File: config.mk
export PLATFORM = sky130hd
export DESIGN_NAME = uc_sched_ctrl_flat
export DESIGN_NICKNAME = d
export VERILOG_FILES = /design/src/rtl/uc_sched_ctrl_if.sv /design/src/rtl/uc_sched_ctrl.sv /design/src/flat_wrapper.sv
export SDC_FILE = /design/constraint.sdc
export NUM_CORES = 1
export LEC_CHECK = 0
export ABC_AREA = 1
export BUFFER_PORTS_ARGS = -buffer_cell sky130_fd_sc_hd__buf_4
export CORE_ASPECT_RATIO = 1.75
export CORE_MARGIN = 2
export CORE_UTILIZATION = 52
export CTS_CLUSTER_SIZE = 25
export DETAILED_ROUTE_END_ITERATION = 6
export PLACE_DENSITY = 0.73
export SKIP_LAST_GASP = 1
export SLEW_MARGIN = 30
export SYNTH_ARGS = -nofsm -noshare
export SYNTH_HDL_FRONTEND = slang
export SYNTH_SLANG_ARGS = --single-unit
File: constraint.sdc
create_clock -name clk -period 4.5 [get_ports clk]
set_clock_uncertainty 0.15 [all_clocks]
set_input_delay 0.45 -clock clk [delete_from_list [all_inputs] [get_ports clk]]
set_output_delay 0.45 -clock clk [all_outputs]
set_load 0.005 [all_outputs]
File: src/rtl/uc_sched_ctrl_if.sv
// Handshake bundle between the clause memory loader, the UC scheduler and the BCP engine array.
// master = scheduler side, slave = loader/engine side.
interface uc_sched_ctrl_if #(
   parameter int NUM_ENGINE  = 4,
   parameter int LIT_IDX_MAX = 64
);
   localparam int LW = $clog2(LIT_IDX_MAX) + 1;

   logic                           mem2ucs_valid;
   logic                           mem2ucs_done;
   logic [LW-1:0]                  mem2ucs;
   logic                           mem2ucs_ready;
   logic [NUM_ENGINE-1:0][LW-1:0]  eng2ucs_min;
   logic [NUM_ENGINE-1:0]          eng2ucs_valid;
   logic [NUM_ENGINE-1:0]          eng2ucs_full;
   logic [NUM_ENGINE-1:0]          ucs2eng_grant;
   logic [LW-1:0]                  ucs2eng;
   logic                           ucs2eng_valid;
   logic                           input_mode;
   logic                           conflict;

   modport master (
      input  mem2ucs_valid, mem2ucs_done, mem2ucs, eng2ucs_min, eng2ucs_valid, eng2ucs_full,
      output mem2ucs_ready, ucs2eng_grant, ucs2eng, ucs2eng_valid, input_mode, conflict
   );

   modport slave (
      output mem2ucs_valid, mem2ucs_done, mem2ucs, eng2ucs_min, eng2ucs_valid, eng2ucs_full,
      input  mem2ucs_ready, ucs2eng_grant, ucs2eng, ucs2eng_valid, input_mode, conflict
   );
endinterface

File: src/rtl/uc_sched_ctrl.sv
// UC propagation sequencer: streams memory unit clauses, then round-robin arbitrates engine heads.
// Ready/grant combinational, broadcast and conflict one cycle later; any engine full stalls acceptance.
module uc_sched_ctrl #(
   parameter int NUM_ENGINE  = 4,
   parameter int LIT_IDX_MAX = 64
) (
   input  logic                clk,
   input  logic                rst,
   uc_sched_ctrl_if.master     bus
);
   localparam int LW = $clog2(LIT_IDX_MAX) + 1;
   localparam int PW = (NUM_ENGINE > 1) ? $clog2(NUM_ENGINE) : 1;
   localparam int IW = $clog2(LIT_IDX_MAX + 1);

   localparam logic [1:0] ST_MEM      = 2'd0;
   localparam logic [1:0] ST_ENG      = 2'd1;
   localparam logic [1:0] ST_CONFLICT = 2'd2;

   logic [1:0]             state;
   logic [PW-1:0]          rr_ptr;
   logic [LIT_IDX_MAX:0]   tbl_asg;
   logic [LIT_IDX_MAX:0]   tbl_pol;
   logic [LW-1:0]          bcast_lit;
   logic                   bcast_vld;

   logic                   stall;
   logic                   mem_acc;
   logic                   eng_open;
   logic                   gnt_any;
   logic [PW-1:0]          gnt_idx;
   logic [PW-1:0]          cand;
   logic [PW-1:0]          rr_next;
   logic                   acc;
   logic [LW-1:0]          acc_lit;
   logic [LW-1:0]          mag;
   logic                   in_range;
   logic [IW-1:0]          tbl_idx;
   logic                   fresh;
   logic                   clash;

   assign stall    = |bus.eng2ucs_full;
   assign bus.mem2ucs_ready = (state == ST_MEM) && !stall && !rst;
   assign mem_acc  = bus.mem2ucs_ready && bus.mem2ucs_valid;
   assign eng_open = (state == ST_ENG) && !stall;

   // First valid engine at or above rr_ptr, wrapping.
   always_comb begin
      gnt_any = 1'b0;
      gnt_idx = '0;
      cand    = '0;
      for (int i = 0; i < NUM_ENGINE; i++) begin
         cand = PW'((int'(rr_ptr) + i) % NUM_ENGINE);
         if (eng_open && !gnt_any && bus.eng2ucs_valid[cand]) begin
            gnt_any = 1'b1;
            gnt_idx = cand;
         end
      end
   end

   assign bus.ucs2eng_grant = gnt_any ? (NUM_ENGINE'(1) << gnt_idx) : '0;
   assign rr_next = (gnt_idx == PW'(NUM_ENGINE - 1)) ? '0 : gnt_idx + PW'(1);

   assign acc      = mem_acc || gnt_any;
   assign acc_lit  = mem_acc ? bus.mem2ucs : bus.eng2ucs_min[gnt_idx];
   assign mag      = acc_lit[LW-1] ? (~acc_lit + LW'(1)) : acc_lit;
   assign in_range = (acc_lit != '0) && (int'(mag) <= LIT_IDX_MAX);
   assign tbl_idx  = in_range ? IW'(mag) : '0;
   assign fresh    = acc && in_range && !tbl_asg[tbl_idx];
   assign clash    = acc && in_range && tbl_asg[tbl_idx] && (tbl_pol[tbl_idx] != acc_lit[LW-1]);

   always_ff @(posedge clk or posedge rst) begin
      if (rst) begin
         state     <= ST_MEM;
         rr_ptr    <= '0;
         tbl_asg   <= '0;
         tbl_pol   <= '0;
         bcast_lit <= '0;
         bcast_vld <= 1'b0;
      end else begin
         bcast_vld <= fresh;
         if (fresh) begin
            bcast_lit         <= acc_lit;
            tbl_asg[tbl_idx]  <= 1'b1;
            tbl_pol[tbl_idx]  <= acc_lit[LW-1];
         end
         if (gnt_any) rr_ptr <= rr_next;
         // A literal accepted alongside done is drained before leaving the memory phase.
         if (clash)
            state <= ST_CONFLICT;
         else if (state == ST_MEM && bus.mem2ucs_done && !mem_acc)
            state <= ST_ENG;
      end
   end

   assign bus.ucs2eng       = bcast_lit;
   assign bus.ucs2eng_valid = bcast_vld;
   assign bus.input_mode    = (state == ST_MEM);
   assign bus.conflict      = (state == ST_CONFLICT);
endmodule

File: src/flat_wrapper.sv
// flat-port wrapper written by rule: the top's interface ports become plain ports
module uc_sched_ctrl_flat 
#(
   parameter int NUM_ENGINE  = 4,
   parameter int LIT_IDX_MAX = 64
)
  (clk, rst, bus_mem2ucs_valid, bus_mem2ucs_done, bus_mem2ucs, bus_eng2ucs_min, bus_eng2ucs_valid, bus_eng2ucs_full, bus_mem2ucs_ready, bus_ucs2eng_grant, bus_ucs2eng, bus_ucs2eng_valid, bus_input_mode, bus_conflict);
  uc_sched_ctrl_if #(.NUM_ENGINE(NUM_ENGINE), .LIT_IDX_MAX(LIT_IDX_MAX)) bus_i ();
  input  logic clk;
  input  logic rst;
  input wire logic [$bits(bus_i.mem2ucs_valid)-1:0] bus_mem2ucs_valid;
  input wire logic [$bits(bus_i.mem2ucs_done)-1:0] bus_mem2ucs_done;
  input wire logic [$bits(bus_i.mem2ucs)-1:0] bus_mem2ucs;
  input wire logic [$bits(bus_i.eng2ucs_min)-1:0] bus_eng2ucs_min;
  input wire logic [$bits(bus_i.eng2ucs_valid)-1:0] bus_eng2ucs_valid;
  input wire logic [$bits(bus_i.eng2ucs_full)-1:0] bus_eng2ucs_full;
  output wire logic [$bits(bus_i.mem2ucs_ready)-1:0] bus_mem2ucs_ready;
  output wire logic [$bits(bus_i.ucs2eng_grant)-1:0] bus_ucs2eng_grant;
  output wire logic [$bits(bus_i.ucs2eng)-1:0] bus_ucs2eng;
  output wire logic [$bits(bus_i.ucs2eng_valid)-1:0] bus_ucs2eng_valid;
  output wire logic [$bits(bus_i.input_mode)-1:0] bus_input_mode;
  output wire logic [$bits(bus_i.conflict)-1:0] bus_conflict;
  assign bus_i.mem2ucs_valid = bus_mem2ucs_valid;
  assign bus_i.mem2ucs_done = bus_mem2ucs_done;
  assign bus_i.mem2ucs = bus_mem2ucs;
  assign bus_i.eng2ucs_min = bus_eng2ucs_min;
  assign bus_i.eng2ucs_valid = bus_eng2ucs_valid;
  assign bus_i.eng2ucs_full = bus_eng2ucs_full;
  assign bus_mem2ucs_ready = bus_i.mem2ucs_ready;
  assign bus_ucs2eng_grant = bus_i.ucs2eng_grant;
  assign bus_ucs2eng = bus_i.ucs2eng;
  assign bus_ucs2eng_valid = bus_i.ucs2eng_valid;
  assign bus_input_mode = bus_i.input_mode;
  assign bus_conflict = bus_i.conflict;
  uc_sched_ctrl #(.NUM_ENGINE(NUM_ENGINE), .LIT_IDX_MAX(LIT_IDX_MAX)) u_core (.clk(clk), .rst(rst), .bus(bus_i));
endmodule
-- Word level (Yosys, flattened, before mapping)
Cells that the tools add are included.
- word-level logic and storage cells: 89
- bits of input ports: 47
- latch bits: 0
- output and inout port bits: 15
- flip-flop bits (word level): 142
- RAM bits: 0
- memories: 0
- memory bits (read-only): 0
- shifts and indexed selects: 1
- multipliers: 0
- reduce and logical (&&, ||, !) cells: 31
- bitwise logic cells: 2
- $add $sub $neg: 5
- muxes and demuxes: 32
- eq/ne operators: 4
- order comparisons: 8
- divide/modulo/power cells: 0
- operator list (cell ; count):
    $bwmux 65 ; 1
    $or 65x65->65 ; 1
    $mux 7 ; 4
    $logic_and 1x1->1 ; 19
    $lt 2x3->1 const B ; 5
    $bmux 1 s7 ; 2
    $bmux 7 s2 ; 1
    $mux 2 ; 7
    $mux 1 ; 11
    $bmux 1 s2 ; 4
    $lt 7x8->1 const B ; 1
    $add 7x1->7 const B ; 1
    $demux 1 s7 ; 1
    $ge 7x1->1 const B ; 1
    $le 7x7->1 const B ; 1
    $logic_not 1->1 ; 7
    $not 7->7 ; 1
    $reduce_bool 7->1 ; 1
    $add 2x1->2 const B ; 2
    $add 2x2->2 const B ; 2
    $eq 2x2->1 const B ; 2
    $mux 4 ; 1
    $reduce_or 4->1 ; 1
    $shl 1x2->4 const A ; 1
    other kinds (5) ; 5

-- Longest topological paths before layout
Gate-level depths: netlist (run 1).
- word-level depth: 31
- mapped depth: 45
- gate-level depth less buffers: 39

-- Least setup slack after synthesis (run 1)
OpenSTA, ideal clock, no wires.
- kind: input -> register
- start: in bus_eng2ucs_full[1]
- end: reg u_core.tbl_pol[16]
- library setup time: 0.117 ns
- data arrival time: 4.006 ns
- stages: 38
- buffers on the path: 5
- data required time: 4.233 ns
- setup slack: 0.226 ns
- cells stage by stage: nor2_1 -> nand2_1 -> nor2_4 -> nand3_2 -> inv_1 -> nor2_1 -> nand2_1 -> nand2_4 -> nand2_2 -> buf_6 -> nand2_1 -> nand2_1 -> nand2_1 -> nand3_1 -> nand2_1 -> ha_1 -> nand3_1 -> nand3_1 -> [... 2 more ...] -> nor2_2 -> nand2_2 -> nand2_4 -> nand2_4 -> buf_6 -> buf_6 -> o211ai_1 -> nand2_1 -> nor2_1 -> nor2_1 -> nor2_1 -> nand2_1 -> nand2_2 -> nand3_4 -> buf_4 -> buf_4 -> nand4_1 -> nand2_1
- word-level cells in the longest chain between the ends: 31
- elaborated cells on any way between the ends: 46
- those cells by class: 1 x add/sub; 3 x order compare; 18 x mux; 1 x bitwise; 23 x reduce/logical
- ends and longest elaborated chain (item ; line ; source):
    from (decl) ; flat_wrapper.sv:16 ; input wire logic [$bits(bus_i.eng2ucs_full)-1:0] bus_eng2ucs_full;
    $reduce_or 4->1 (*) ; uc_sched_ctrl.sv:41 ; assign stall = |bus.eng2ucs_full;
    $logic_not 1->1 (*) ; uc_sched_ctrl.sv:42, uc_sched_ctrl.sv:44 ;
    $logic_and 1x1->1 ; uc_sched_ctrl.sv:44 ; assign eng_open = (state == ST_ENG) && !stall;
    $logic_and 1x1->1 ; uc_sched_ctrl.sv:53 ; if (eng_open && !gnt_any && bus.eng2ucs_valid[cand]) begin
    $mux 1 ; uc_sched_ctrl.sv:53 ;
    $logic_not 1->1 ; uc_sched_ctrl.sv:53 ;
    $logic_and 1x1->1 (2 in a row) ; uc_sched_ctrl.sv:53 ;
    $mux 1 ; uc_sched_ctrl.sv:53 ;
    [... 14 more ...] ; - ;
    $le 7x7->1 ; uc_sched_ctrl.sv:66 ; assign in_range = (acc_lit != '0) && (int'(mag) <= LIT_IDX_MAX);
    $logic_and 1x1->1 ; uc_sched_ctrl.sv:66 ;
    $mux 7 ; uc_sched_ctrl.sv:67 ; assign tbl_idx = in_range ? IW'(mag) : '0;
    $lt 7x8->1 (implied by the code) or $ge 7x1->1 (tied branches) ; uc_sched_ctrl.sv:84 ; tbl_pol[tbl_idx] <= acc_lit[LW-1];
    $logic_and 1x1->1 (implied by the code) ; uc_sched_ctrl.sv:84 ;
    $mux 1 (implied by the code) ; uc_sched_ctrl.sv:84 ;
    $demux 1 s7 ; - ;
    $bwmux 65 ; uc_sched_ctrl.sv:84 ;
    to (signal, indexed assignment) ; uc_sched_ctrl.sv:84 ;
    to (decl) ; uc_sched_ctrl.sv:22 ; logic [LIT_IDX_MAX:0] tbl_pol;
Every way passes the cells marked *; elsewhere a longest branch is shown, timed or not. The select of a mux whose other input is x is not followed.
A chain may end at the register's enable or synchronous reset.

-- Final worst setup path (run 1)
- start: reg u_core.rr_ptr[0]
- end: reg u_core.tbl_pol[17]
- word-level cells in the longest chain between the ends: 30
- elaborated cells on any way between the ends: 51
- those cells by class: 4 x add/sub; 3 x order compare; 26 x mux; 1 x bitwise; 17 x reduce/logical
- ends and longest elaborated chain (item ; line ; source):
    from (decl) ; uc_sched_ctrl.sv:20 ; logic [PW-1:0] rr_ptr;
    from (signal assigned) ; uc_sched_ctrl.sv:86 ; if (gnt_any) rr_ptr <= rr_next;
    $bmux 1 s2 ; uc_sched_ctrl.sv:53 ;
    $mux 1 (implied by the code) ; uc_sched_ctrl.sv:53 ;
    $logic_and 1x1->1 ; uc_sched_ctrl.sv:53 ;
    $mux 1 ; uc_sched_ctrl.sv:53 ;
    $logic_not 1->1 ; uc_sched_ctrl.sv:53 ;
    $logic_and 1x1->1 (2 in a row) ; uc_sched_ctrl.sv:53 ;
    $mux 1 ; uc_sched_ctrl.sv:53 ;
    $logic_not 1->1 ; uc_sched_ctrl.sv:53 ;
    [... 13 more ...] ; - ;
    $le 7x7->1 ; uc_sched_ctrl.sv:66 ;
    $logic_and 1x1->1 ; uc_sched_ctrl.sv:66 ;
    $mux 7 ; uc_sched_ctrl.sv:67 ;
    $lt 7x8->1 (implied by the code) or $ge 7x1->1 (tied branches) ; uc_sched_ctrl.sv:84 ;
    $logic_and 1x1->1 (implied by the code) ; uc_sched_ctrl.sv:84 ;
    $mux 1 (implied by the code) ; uc_sched_ctrl.sv:84 ;
    $demux 1 s7 ; - ;
    $bwmux 65 ; uc_sched_ctrl.sv:84 ;
Parallel ways exist; a longest one is shown, timed or not. The select of a mux whose other input is x is not followed.

==> summary.log, run 1 <==
[worst_setup_path] Worst Path Required 4670 ps
[worst_setup_path] endpoint type of the worst setup path flip-flop
[worst_setup_path] arrival time at the worst endpoint 5120 ps
[power] power spent charging and discharging nets 1.14 mW
[floorplanning] DIE HEIGHT 177 um
[routing] Final ANT Viol Nets 0
[clocking] clock input transition at the sequential cells of the worst setup and hold paths 60 ps
[worst_setup_path] category of the worst setup path launch point flip-flop
[synthesis] post-synthesis instance area 8890 um2
[clocking] number of buffers created by CTS 17
[power] power per standard cell area 312 nW/um2
[floorplanning] Die W 103 um
[finish] most common library cell in the layout ignoring fill and taps sky130_fd_sc_hd__nand2_1
[synthesis] synthesized netlist net count 1,312
[sta] fin. max-slew vios 0
[floorplanning] initial core utilization 52.7%
[sta] worst-case hold slack 104 ps
[worst_setup_path] Critical Path Max Stage Delay 450 ps
[sta] PnR worst setup slack -449 ps
[synthesis] Ys Warns 0
[clocking] clk sink count 142
[worst_setup_path] launch point of the worst reg-to-reg path u_core.rr_ptr[0]
[clocking] cell chosen for the clock root sky130_fd_sc_hd__clkbuf_16
[synthesis] flops & latches, synth 142
[sta] final critical-path share of the clock period 110%
[worst_setup_path] Worst path most repeated cell sky130_fd_sc_hd__nand2_1
[routing] DRC violations left 6
[synthesis] Syn Inst Count 1,259
[global_route] antenna violations before repair 0
[routing] total wire length after detailed routing 30,700 um
[power] overall power 3.75 mW
[synthesis] portion of the post-synthesis area used by sequential elements 39.9%
[floorplanning] die area 18,200 um2
[routing] vias 9,671
[finish] ratio of cells with drive above 1 in the final layout 28.1%
[worst_setup_path] highest-delay cell along the critical path sky130_fd_sc_hd__dfrtp_2
[sta] headroom to the max-slew limit 50.4%
[power] fraction of power consumed by the clock network 39.6%
[global_route] global-route wire length before repair 43,500 um
[status] status finished, violations left
[sta] time the worst path needs with I/O delays and setup 4950 ps
[floorplanning] total number of placement rows 63
[worst_hold_path] type of the most critical hold path primary input to async pin
[place] routability cong. 0.906
[status] failing checks DRC, setup timing
[finish] leading cell types in the layout, fill and taps excluded 478 x sky130_fd_sc_hd__nand2_1, 162 x sky130_fd_sc_hd__buf_4, 141 x sky130_fd_sc_hd__dfrtp_1
[sta] maximum operating frequency 0.202 GHz
[power] net switching fraction of the power 30.3%
[clocking] TritonCTS clock tree yes
[global_route] number of global-route vias before repair 8,889
[sta] Fin. Hold Viols 0
[clocking] insertion delay of the later-clocked pin in the worst-skew pair 430 ps
[clocking] H-Tree Depth 4
[sta] final setup violating endpoints 140
[place] quantity of I/O buffers inserted on ports 61
[finish] relative area change from synthesis to final layout 35.2%
[power] part of the total power dissipated in sequential elements 34.3%
[worst_setup_path] WS Path Type flip-flop to flip-flop
[power] combinational cell fraction of total power 26.1%
[floorplanning] Ports 62
[synthesis] distinct cell type count after synthesis 35
[floorplanning] standard cell core area 16,900 um2
[clocking] Clock Path Buffers 2
[worst_setup_path] maximum fanout encountered on the critical timing path 9
[routing] wire length per cell 18.4 um
[power] Pleak 6.08 nW
[power] internal power 2.61 mW
[sta] unrepaired setup endpoints after global routing true
[finish] number of antenna repair diodes 0
[finish] final net count 1,476
[sta] actual slew at the worst max-slew pin 745 ps
[synthesis] Post-Synthesis Mean Instance Area 7.06 um2
[routing] drt pass-1 iters 7
[routing] Starting DRT DRC Count 875
[worst_setup_path] start point of the critical path u_core.rr_ptr[0]
[place] final HPWL from detailed placement 17,400 um
[routing] vias per std cell 5.82
[global_route] maximum number of pins on one net before global-route repair 76
[global_route] aggregate global-route resource usage 30.7%
[global_route] leftover overflow at the end of global routing 0
[job] number of maximum-capacitance violations 0
[power] peak supply drop 0.261 mV
==> logic make-up after synthesis <==
| kind of cell | Yosys count | synth area share, % |
|---|---|---|
| AND/OR/NAND/NOR | 868 | 45.8 |
| flip-flops | 142 | 39.9 |
| adder cells (fa/ha/maj) | 6 | 0.844 |
| buffers and inverters | 189 | 9.71 |
| AO/OA/AOI/OAI | 54 | 3.66 |
==> cell type report <==
class | instances | area, um2
flip-flops and latches | 142 | 3550
inverters | 128 | 498
multi-input cells | 929 | 4950
fillers | 1261 | 4850
clock buffers | 23 | 488
clock inverters | 9 | 133
repair buffers | 205 | 2110
well taps | 227 | 284
==> worst paths after layout <==
kind	end	slack (ps)	depth (start not counted)
max in group asynchronous	u_core.tbl_pol[22]	3100	4
min in group clk	u_core.state[0]	170	3
worst min register to register	u_core.tbl_asg[54]	300	2
worst max-delay path	u_core.tbl_pol[17]	-450	41
worst max register to register	u_core.tbl_pol[17]	-450	41
worst min-delay path	u_core.tbl_asg[57]	100	3
==> synth_stat cells (all sizes together) <==
master | n | area (um2)
nand2 | 527 | 2050
dfrtp | 142 | 3550
nand3 | 133 | 961
inv | 128 | 485
nor2 | 116 | 465
nand4 | 69 | 432
buf | 44 | 314
o21ai | 32 | 164
clkbuf | 17 | 63.8
nand3b | 15 | 113
o211ai | 14 | 105
ha | 6 | 75.1
or2 | 6 | 37.5
a21oi | 4 | 23.8
o31ai | 2 | 20.0
a31oi | 1 | 6.26
nor3 | 1 | 10.0
nor4 | 1 | 6.26
o22ai | 1 | 6.26
==> critical path: cells and delay by family, from the launching register on <==
family / cells / cell delay (ps)
and+or+nand+nor: 30 / 2700
buffers and inverters: 8 / 1130
DFF: 1 / 450
AOI/OAI and AO/OA: 3 / 350
==> sequential cells by signal (all words and copies together), names as in the netlist <==
register                  cells
u_core.bus.ucs2eng            7
u_core.bus.ucs2eng_valid      1
u_core.tbl_asg               65
u_core.state                  2
u_core.rr_ptr                 2
u_core.tbl_pol               65
==> stage by stage <==
step                      instances  utilization [%]  cell area (um2)  TNS [ps]  setup WS, ps
final                          1663             71.3            12000    -52170          -449
after floorplan                1259                -             8890         0          90.4
after global routing           1663             71.3            12000    -91020          -729
after detailed placement       1578             59.7            10100    -30020          -304
after CTS                      1636             66.6            11200     -6670          -132
after global placement         1578             59.7            10100    -13340          -160
==> metal layers <==
metal	wire length (um)	up-vias	share of wire [%]	GRT usage [%]
li1	-	4340	-	-
met1	10200	4586	33	33.2
met2	15800	539	52	54.8
met3	2150	206	7.0	5.13
met4	2480	0	8.1	18.3
met5	0	-	0	0
==> power groups by stage <==
stage	combinational [mW]	clock, mW	sequential (mW)
2_1_floorplan	0.414	0	1.31
3_3_place_gp	0.664	0	1.31
3_5_place_dp	0.666	0	1.31
4_1_cts	0.789	1.49	1.28
5_1_grt	1.02	1.55	1.28
6_report	0.978	1.48	1.28
==> repair_timing <==
action	CTS	global route
endpoints found under the setup margin	140	140
buffers inserted	20	10
hold endpoints to repair	0	0
cloned	6	17
hold buffers	0	0
resized for setup	56	81
pin swaps	15	44
No activity file was read; power rests on OpenSTA's default activity.
==> inputs of run 2 (changes only) <==
Settings changed: ABC_AREA 1 to unset, RECOVER_POWER set to 100.
==> run 2 against run 1 <==
- the flow finishes with violations (DRC, capacitance limit, slew limit, setup timing)
- cell area fell by 5.9%
- flip-flop and latch count unchanged
- register-to-register slack got worse by 290 ps
- hold slack gained 150 ps
- clock-buffer cell count shrank 6
- non-clock buffer count rose by 68
- highest routed layer unchanged
- critical path type unchanged
- fmax decreased by 5.6%
- via count decreased by 19%
- sequential share of layout area rose by 1.8 points
- core utilization is 5.0 points higher
- critical path depth shrank 18
==> summary.log, run 2 <==
[routing] total length of routed met2 wires 15,300 um [-3.0%]
[power] Pleak 5.40 nW [-11%]
[synthesis] synthesized netlist net count 839 [-36%]
[synthesis] async set or reset register ratio after synthesis 100% [unchanged]
[synthesis] leading cell types by count after synthesis 142 x sky130_fd_sc_hd__dfrtp_1, 77 x sky130_fd_sc_hd__nor3_1, 68 x sky130_fd_sc_hd__nand2_1
[clocking] quantity of hold-fixing buffers added after cts 0 [unchanged]
[place] Placed Cells 1,166 [-26%]
[finish] filler-free cell count of the finished design 1,228 [-26%]
[routing] Routed met1 length 9940 um [-2.8%]
[routing] DRC violations left 4 [-2]
[routing] vias per std cell 6.38 [+9.8%]
[worst_hold_path] count of cells along the worst hold path 3
[worst_setup_path] Critical Path Max Stage Delay 540 ps [+90 ps]
[synthesis] flops & latches, synth 142 [unchanged]
[worst_hold_path] Min-Delay Startpoint bus_mem2ucs_done
[floorplanning] Die W 97.1 um [-5.6%]
[sta] final critical-path share of the clock period 116% [+6.5 points]
[routing] vias 7,840 [-19%]
[synthesis] portion of the post-synthesis area used by sequential elements 45.0% [+5.1 points]
[synthesis] Syn Inst Count 786 [-38%]
[finish] number of antenna repair diodes 0 [unchanged]
[clocking] number of buffers created by CTS 17 [unchanged]
[sta] unrepaired setup endpoints after global routing true
[clocking] insertion delay of the later-clocked pin in the worst-skew pair 430 ps [about the same]
[finish] ratio of cells with drive above 1 in the final layout 46.0% [+18 points]
[finish] leading cell types in the layout, fill and taps excluded 228 x sky130_fd_sc_hd__buf_4, 142 x sky130_fd_sc_hd__dfrtp_1, 62 x sky130_fd_sc_hd__nand2_1
[floorplanning] die area 16,200 um2 [-11%]
[worst_setup_path] arrival time at the worst endpoint 5400 ps [+280 ps]
[finish] final non-filler cell area 11,300 um2 [-5.9%]
[worst_setup_path] launch point of the worst reg-to-reg path u_core.rr_ptr[1]
[clocking] Clock Path Buffers 2 [unchanged]
[global_route] number of global-route vias before repair 8,237 [-7.3%]
[worst_setup_path] depth of the worst register-to-register path 23 [-44%]
[clocking] cell chosen for the clock root sky130_fd_sc_hd__clkbuf_16
[sta] actual slew at the worst max-slew pin 2260 ps [+1520 ps]
[worst_setup_path] Worst path most repeated cell sky130_fd_sc_hd__buf_4
[routing] Top Metal Used met4
[clocking] H-Tree Depth 4 [unchanged]
[place] final HPWL from detailed placement 21,200 um [+22%]
[sta] PnR worst setup slack -740 ps [-291 ps]
[worst_hold_path] type of the most critical hold path primary input to flip-flop
[synthesis] Ys Warns 0 [unchanged]
[clocking] TritonCTS clock tree yes
[floorplanning] total number of placement rows 59 [-6.3%]
[routing] total wire length after detailed routing 30,100 um [-1.8%]
[global_route] antenna violations before repair 0 [unchanged]
[status] status finished, violations left
[finish] final net count 1,085 [-26%]
[synthesis] count leader, synth sky130_fd_sc_hd__dfrtp_1
[place] routability cong. 1.00 [+11%]
[clocking] clk sink count 142 [unchanged]
[synthesis] ranking of synthesized cells by area sky130_fd_sc_hd__dfrtp_1 45%, sky130_fd_sc_hd__mux2_2 7.8%, sky130_fd_sc_hd__nor3_1 4.9%
[floorplanning] DIE HEIGHT 167 um [-5.7%]
[global_route] aggregate global-route resource usage 36.7% [+6.0 points]
[sta] final setup violating endpoints 140 [unchanged]
[sta] time the worst path needs with I/O delays and setup 5240 ps [+291 ps]
[synthesis] number of synthesized flops with an enable pin 0 [unchanged]
[worst_setup_path] WS Path Type flip-flop to flip-flop
[worst_setup_path] critical-path cell list or4b_1 -> o31a_1 -> o32a_1 -> o2111ai_4 -> nand2_4 -> buf_4 -> buf_4 -> o211ai_2 -> buf_4 -> buf_4 -> xnor2_1 -> mux2i_2 -> nor2_2 -> o2bb2ai_1 -> a222oi_1 -> a31oi_2 -> buf_4 -> nor3_4 -> buf_6 -> buf_8 -> buf_6 -> nor3_4 -> mux2_4
[synthesis] post-synthesis instance area 7900 um2 [-11%]
[worst_setup_path] Worst Path Required 4660 ps [about the same]
[worst_setup_path] start point of the critical path u_core.rr_ptr[1]
[routing] Starting DRT DRC Count 629 [-28%]
[floorplanning] initial core utilization 53.2% [+0.48 points]
[place] standard cell area after detailed placement 9920 um2 [-1.5%]
[worst_setup_path] category of the worst setup path launch point flip-flop
[worst_setup_path] register-to-register path setup slack -740 ps [-290 ps]
[power] peak supply drop 0.322 mV [+23%]
[routing] Final ANT Viol Nets 0 [unchanged]
[sta] Fin. Hold Viols 0 [unchanged]
[worst_setup_path] highest-delay cell along the critical path sky130_fd_sc_hd__a222oi_1
[sta] maximum operating frequency 0.191 GHz [-5.6%]
[sta] fin. max-slew vios 89 [+89]
[sta] headroom to the max-slew limit -51.6% [-100 points]
[worst_setup_path] endpoint type of the worst setup path flip-flop
[place] quantity of I/O buffers inserted on ports 61 [unchanged]
[synthesis] distinct cell type count after synthesis 80 [+130%]
[power] power per standard cell area 413 nW/um2 [+33%]
[finish] relative area change from synthesis to final layout 43.3%
[routing] met3 routed WL 1930 um [-10%]
[routing] wire length per cell 24.5 um [+33%]
[synthesis] dominant synthesized flop cell sky130_fd_sc_hd__dfrtp_1
[clocking] clock input transition at the sequential cells of the worst setup and hold paths 60 ps [about the same]
[global_route] leftover overflow at the end of global routing 0 [unchanged]
[finish] most common library cell in the layout ignoring fill and taps sky130_fd_sc_hd__buf_4
[synthesis] share of the synthesized area in the top cell type 45.0% [+5.1 points]
[global_route] maximum number of pins on one net before global-route repair 58 [-24%]
[synthesis] Post-Synthesis Mean Instance Area 10.0 um2 [+42%]
[job] number of maximum-capacitance violations 2 [+2]
[status] failing checks DRC, capacitance limit, slew limit, setup timing
[global_route] global-route wire length before repair 45,700 um [+5.0%]
[floorplanning] Ports 62 [unchanged]
[floorplanning] standard cell core area 14,800 um2 [-12%]
[routing] drt pass-1 iters 7 [unchanged]
[synthesis] cell accounting for the most synthesized area sky130_fd_sc_hd__dfrtp_1
[worst_setup_path] maximum fanout encountered on the critical timing path 6 [-3]
## run 2: cell count changes after synthesis, sizes merged, moves of 71 or more
cell   delta
nor3     +77
nor2     -72
nand3   -112
mux2     +71
nand2   -458
inv     -113
## run 2: kinds of logic (layout without fill, tap and decap cells)
logic type,count (synthesis),count (layout),share of synthesized area (%)
fa+ha+maj,6,6,0.951
compound gates,167,167,16.7
simple gates,304,304,19.4
mux,97,97,13.6
xor+xnor,9,9,1.09
flops,142,142,45.0
buf+inv,61,320,3.33
## run 2: path summary, 6_finish.rpt
| path | to |
|---|---|
| hold / removal | u_core.state[0] |
| min in group asynchronous | u_core.state[1] |
| setup / recovery | u_core.tbl_pol[58] |
| hold reg to reg | u_core.tbl_asg[17] |
| setup reg to reg | u_core.tbl_pol[58] |
| max in group asynchronous | u_core.tbl_asg[10] |
## run 2: metal layers
layer / GRT usage [%] / vias up
met5: 0 / -
met4: 28.5 / 0
met3: 7.09 / 194
met2: 64.2 / 452
met1: 38.1 / 3808
li1: - / 3386
## run 2: final cells by class
| class | count | area (um2) |
|---|---|---|
| clock buffers | 17 | 425 |
| flip-flops and latches | 142 | 3550 |
| inverters | 15 | 67.6 |
| multi-input cells | 583 | 4580 |
| fillers | 1012 | 3520 |
| well taps | 183 | 229 |
| repair buffers | 273 | 2290 |
| clock inverters | 15 | 168 |
## run 2: worst max-delay path: cells and delay by family (launching register included)
family                    cells  cell delay, ps
AOI/OAI and AO/OA             7            1800
xor gates and xnor gates      1              60
buffers and inverters         8            1190
DFF                           1             380
muxes                         2             610
and+or+nand+nor               5             920
## run 2: timing repair
item	in CTS	in global routing
endpoints found under the setup margin	140	140
endpoints found under the hold margin	0	0
gates cloned	3	1
pin swaps	19	24
gates resized for setup	68	43
setup buffers	13	15
## run 2: through the flow
stage	utilization (%)	worst slack, ps	hold slack (ps)	power (mW)	setup TNS [ps]
floorplan	-	-946	270	2.15	-117000
global route	76.3	-924	265	4.84	-117070
global placement	66.9	-991	292	2.82	-120930
detailed placement	66.9	-1040	291	2.84	-129610
finish	76.3	-740	253	4.68	-85610
CTS	74.1	-666	46.8	4.45	-79730
## run 2: power by group
group	total (mW)	internal, mW	switching, mW
registers	1.47	1.39	0.0853
clock network	1.44	0.792	0.648
logic	1.77	0.850	0.916
total	4.68	3.03	1.65
==> inputs of run 3 (changes only) <==
==> constraint.sdc (replaced) <==
create_clock -name clk -period 4.5 [get_ports clk]
set_clock_uncertainty 0.15 [all_clocks]
set_input_delay 0.45 -clock clk [delete_from_list [all_inputs] [get_ports clk]]
set_output_delay 0.45 -clock clk [all_outputs]
set_load 0.1 [all_outputs]
==> run 3 against run 2 <==
- the run ends with capacitance limit, slew limit, setup timing left
- fmax rose by 1.2%
- first-iteration DRC count rose by 52%
- non-clock buffer count rose by 14
- critical path depth did not move
- power rose by 3.1%
- sequential power barely moved
- global-route usage rose by 3.7 points
- via count rose by 4.0%
- largest power group unchanged
- die area did not move
- sequential share of layout area fell by 0.79 points
- core utilization rose by 2.0 points
- flip-flop and latch count did not move
==> summary.log, run 3 (same netlist as run 2, synthesis figures left out) <==
[global_route] aggregate global-route resource usage 40.4% [+3.7 points]
[sta] Fin. Hold Viols 0 [unchanged]
[job] number of maximum-capacitance violations 1 [-1]
[worst_hold_path] count of cells along the worst hold path 3 [unchanged]
[global_route] number of global-route vias before repair 8,511 [+3.3%]
[sta] aggregate negative setup slack -80,270 ps [+5340 ps]
[place] quantity of I/O buffers inserted on ports 61 [unchanged]
[place] Placed Cells 1,179 [+1.1%]
[clocking] clock input transition at the sequential cells of the worst setup and hold paths 70 ps [about the same]
[routing] vias 8,152 [+4.0%]
[global_route] maximum number of pins on one net before global-route repair 77 [+33%]
[worst_setup_path] endpoint type of the worst setup path flip-flop
[clocking] quantity of hold-fixing buffers added after cts 0 [unchanged]
[floorplanning] DIE HEIGHT 167 um [unchanged]
[sta] PnR worst setup slack -676 ps [+63.9 ps]
[global_route] global-route wire length before repair 49,600 um [+8.6%]
[floorplanning] standard cell core area 14,800 um2 [unchanged]
[finish] final-layout fill cell count 933 [-7.8%]
[global_route] leftover overflow at the end of global routing 0 [unchanged]
[power] power per standard cell area 416 nW/um2 [+0.50%]
[worst_hold_path] type of the most critical hold path primary input to flip-flop
[power] Pleak 5.70 nW [+5.5%]
[worst_setup_path] Worst Path Required 4650 ps [about the same]
[floorplanning] total number of placement rows 59 [unchanged]
[clocking] H-Tree Depth 4 [unchanged]
[floorplanning] die area 16,200 um2 [unchanged]
[floorplanning] Die W 97.1 um [unchanged]
[routing] vias per std cell 6.56 [+2.8%]
[clocking] clk sink count 142 [unchanged]
[sta] final setup violating endpoints 140 [unchanged]
[place] routability cong. 0.998 [-0.34%]
[finish] Multi-input gate area 4830 um2 [+5.5%]
[worst_setup_path] depth of the worst register-to-register path 23 [unchanged]
[worst_setup_path] category of the worst setup path launch point flip-flop
[sta] headroom to the max-slew limit -99.9% [-48 points]
[routing] Final ANT Viol Nets 0 [unchanged]
[finish] number of antenna repair diodes 0 [unchanged]
[sta] maximum operating frequency 0.193 GHz [+1.2%]
[worst_setup_path] register-to-register path setup slack -680 ps [+60 ps]
[place] final HPWL from detailed placement 21,100 um [-0.72%]
[finish] most common library cell in the layout ignoring fill and taps sky130_fd_sc_hd__buf_4
[clocking] insertion delay of the later-clocked pin in the worst-skew pair 430 ps [about the same]
[finish] relative area change from synthesis to final layout 47.0%
[sta] final critical-path share of the clock period 115% [-1.4 points]
[finish] register cell area after layout 3550 um2 [unchanged]
[global_route] antenna violations before repair 0 [unchanged]
[routing] total wire length after detailed routing 32,100 um [+6.7%]
[sta] actual slew at the worst max-slew pin 3000 ps [+737 ps]
[worst_setup_path] maximum fanout encountered on the critical timing path 9 [+3]
[status] status finished, violations left
[routing] wire length per cell 25.9 um [+5.5%]
[finish] leading cell types in the layout, fill and taps excluded 239 x sky130_fd_sc_hd__buf_4, 142 x sky130_fd_sc_hd__dfrtp_1, 67 x sky130_fd_sc_hd__nand2_1
[worst_setup_path] WS Path Type flip-flop to flip-flop
[finish] Util after Layout 78.2% [+2.0 points]
[finish] filler-free cell count of the finished design 1,242 [+1.1%]
[power] peak supply drop 0.337 mV [+4.5%]
[clocking] cell chosen for the clock root sky130_fd_sc_hd__clkbuf_16
[routing] drt pass-1 iters 5 [-2]
[finish] ratio of cells with drive above 1 in the final layout 47.8% [+1.8 points]
[sta] fin. max-slew vios 77 [-13%]
[routing] Starting DRT DRC Count 958 [+52%]
[finish] final net count 1,099 [+1.3%]
[routing] DRC violations left 0 [-4]
[clocking] Clock Path Buffers 2 [unchanged]
[worst_setup_path] arrival time at the worst endpoint 5320 ps [-80 ps]
[floorplanning] initial core utilization 53.2% [unchanged]
[status] failing checks capacitance limit, slew limit, setup timing
[sta] time the worst path needs with I/O delays and setup 5180 ps [-63.9 ps]
[clocking] number of buffers created by CTS 17 [unchanged]
[floorplanning] Ports 62 [unchanged]
[clocking] TritonCTS clock tree yes
[sta] unrepaired setup endpoints after global routing true
==> run 3: cell types whose count changed in the layout (fill, tap and decap cells not counted), sizes merged <==
cell,delta
buf,+9
clkbuf,+5
inv,-3
clkinv,+2
bufbuf,+1
==> run 3: final timing paths <==
kind,startpoint,endpoint
max in group asynchronous,rst,u_core.tbl_pol[51]
min in group asynchronous,rst,u_core.bus.ucs2eng_valid
max,u_core.rr_ptr[1],u_core.tbl_pol[26]
max reg2reg,u_core.rr_ptr[1],u_core.tbl_pol[26]
min reg2reg,u_core.tbl_asg[3],u_core.tbl_asg[3]
min,bus_mem2ucs_done,u_core.state[0]
==> run 3: per-stage QoR <==
stage                     hold WS [ps]  power, mW  setup slack (ps)  cell area [um2]
final                              211       4.82              -676            11600
after global routing               227       4.96              -888            11600
after CTS                          133       4.70              -539            11600
after detailed placement           303       3.10             -1120            10000
after global placement             290       3.08             -1100            10000
after floorplan                    270       2.39              -946             8070
==> run 3: timing repair <==
action                                  in CTS  in global routing
endpoints found under the setup margin     140                140
buffers inserted                            24                  2
endpoints found under the hold margin        0                  0
gates cloned                                 6                  1
resized for setup                          137                 23
pin swaps                                   40                 10
==> run 3: critical path, cell delays in order (launching register included) <==
cell                        delay, ps
sky130_fd_sc_hd__dfrtp_1          420
sky130_fd_sc_hd__or4b_1           480
sky130_fd_sc_hd__o31a_1           120
sky130_fd_sc_hd__o32a_1           210
sky130_fd_sc_hd__o2111ai_4        240
sky130_fd_sc_hd__nand2_4          110
sky130_fd_sc_hd__o211ai_4         240
sky130_fd_sc_hd__inv_4             70
sky130_fd_sc_hd__ha_4             190
sky130_fd_sc_hd__buf_6            120
sky130_fd_sc_hd__a31oi_4          260
sky130_fd_sc_hd__xor2_4           270
sky130_fd_sc_hd__buf_4            180
sky130_fd_sc_hd__buf_4            130
sky130_fd_sc_hd__a21oi_1           50
sky130_fd_sc_hd__a222oi_1         410
sky130_fd_sc_hd__a31oi_1          150
sky130_fd_sc_hd__buf_4            180
sky130_fd_sc_hd__o31ai_4          260
sky130_fd_sc_hd__buf_6            180
sky130_fd_sc_hd__buf_12           150
sky130_fd_sc_hd__buf_4            140
sky130_fd_sc_hd__nor3_4            40
sky130_fd_sc_hd__mux2_4           290
==> run 3: area by class of cell <==
class / instances / share of cell area (%)
inverters: 15 / 0.507
clock inverters: 14 / 1.13
well taps: 183 / 1.97
multi-input cells: 583 / 41.6
clock buffers: 18 / 3.78
repair buffers: 287 / 20.4
flip-flops and latches: 142 / 30.6
==> run 3: report_power, final <==
part	internal, mW	switching (mW)	leakage (nW)
Clock	0.786	0.613	0.276
Sequential	1.39	0.0881	1.95
Combinational	0.773	1.18	3.47
==> run 3: metal layers <==
layer | wire [um] | vias to the layer above | GRT usage [%]
li1 | - | 3404 | -
met1 | 10300 | 3910 | 42.0
met2 | 15600 | 595 | 68.0
met3 | 2730 | 243 | 10.9
met4 | 3570 | 0 | 32.4
met5 | 0 | - | 0
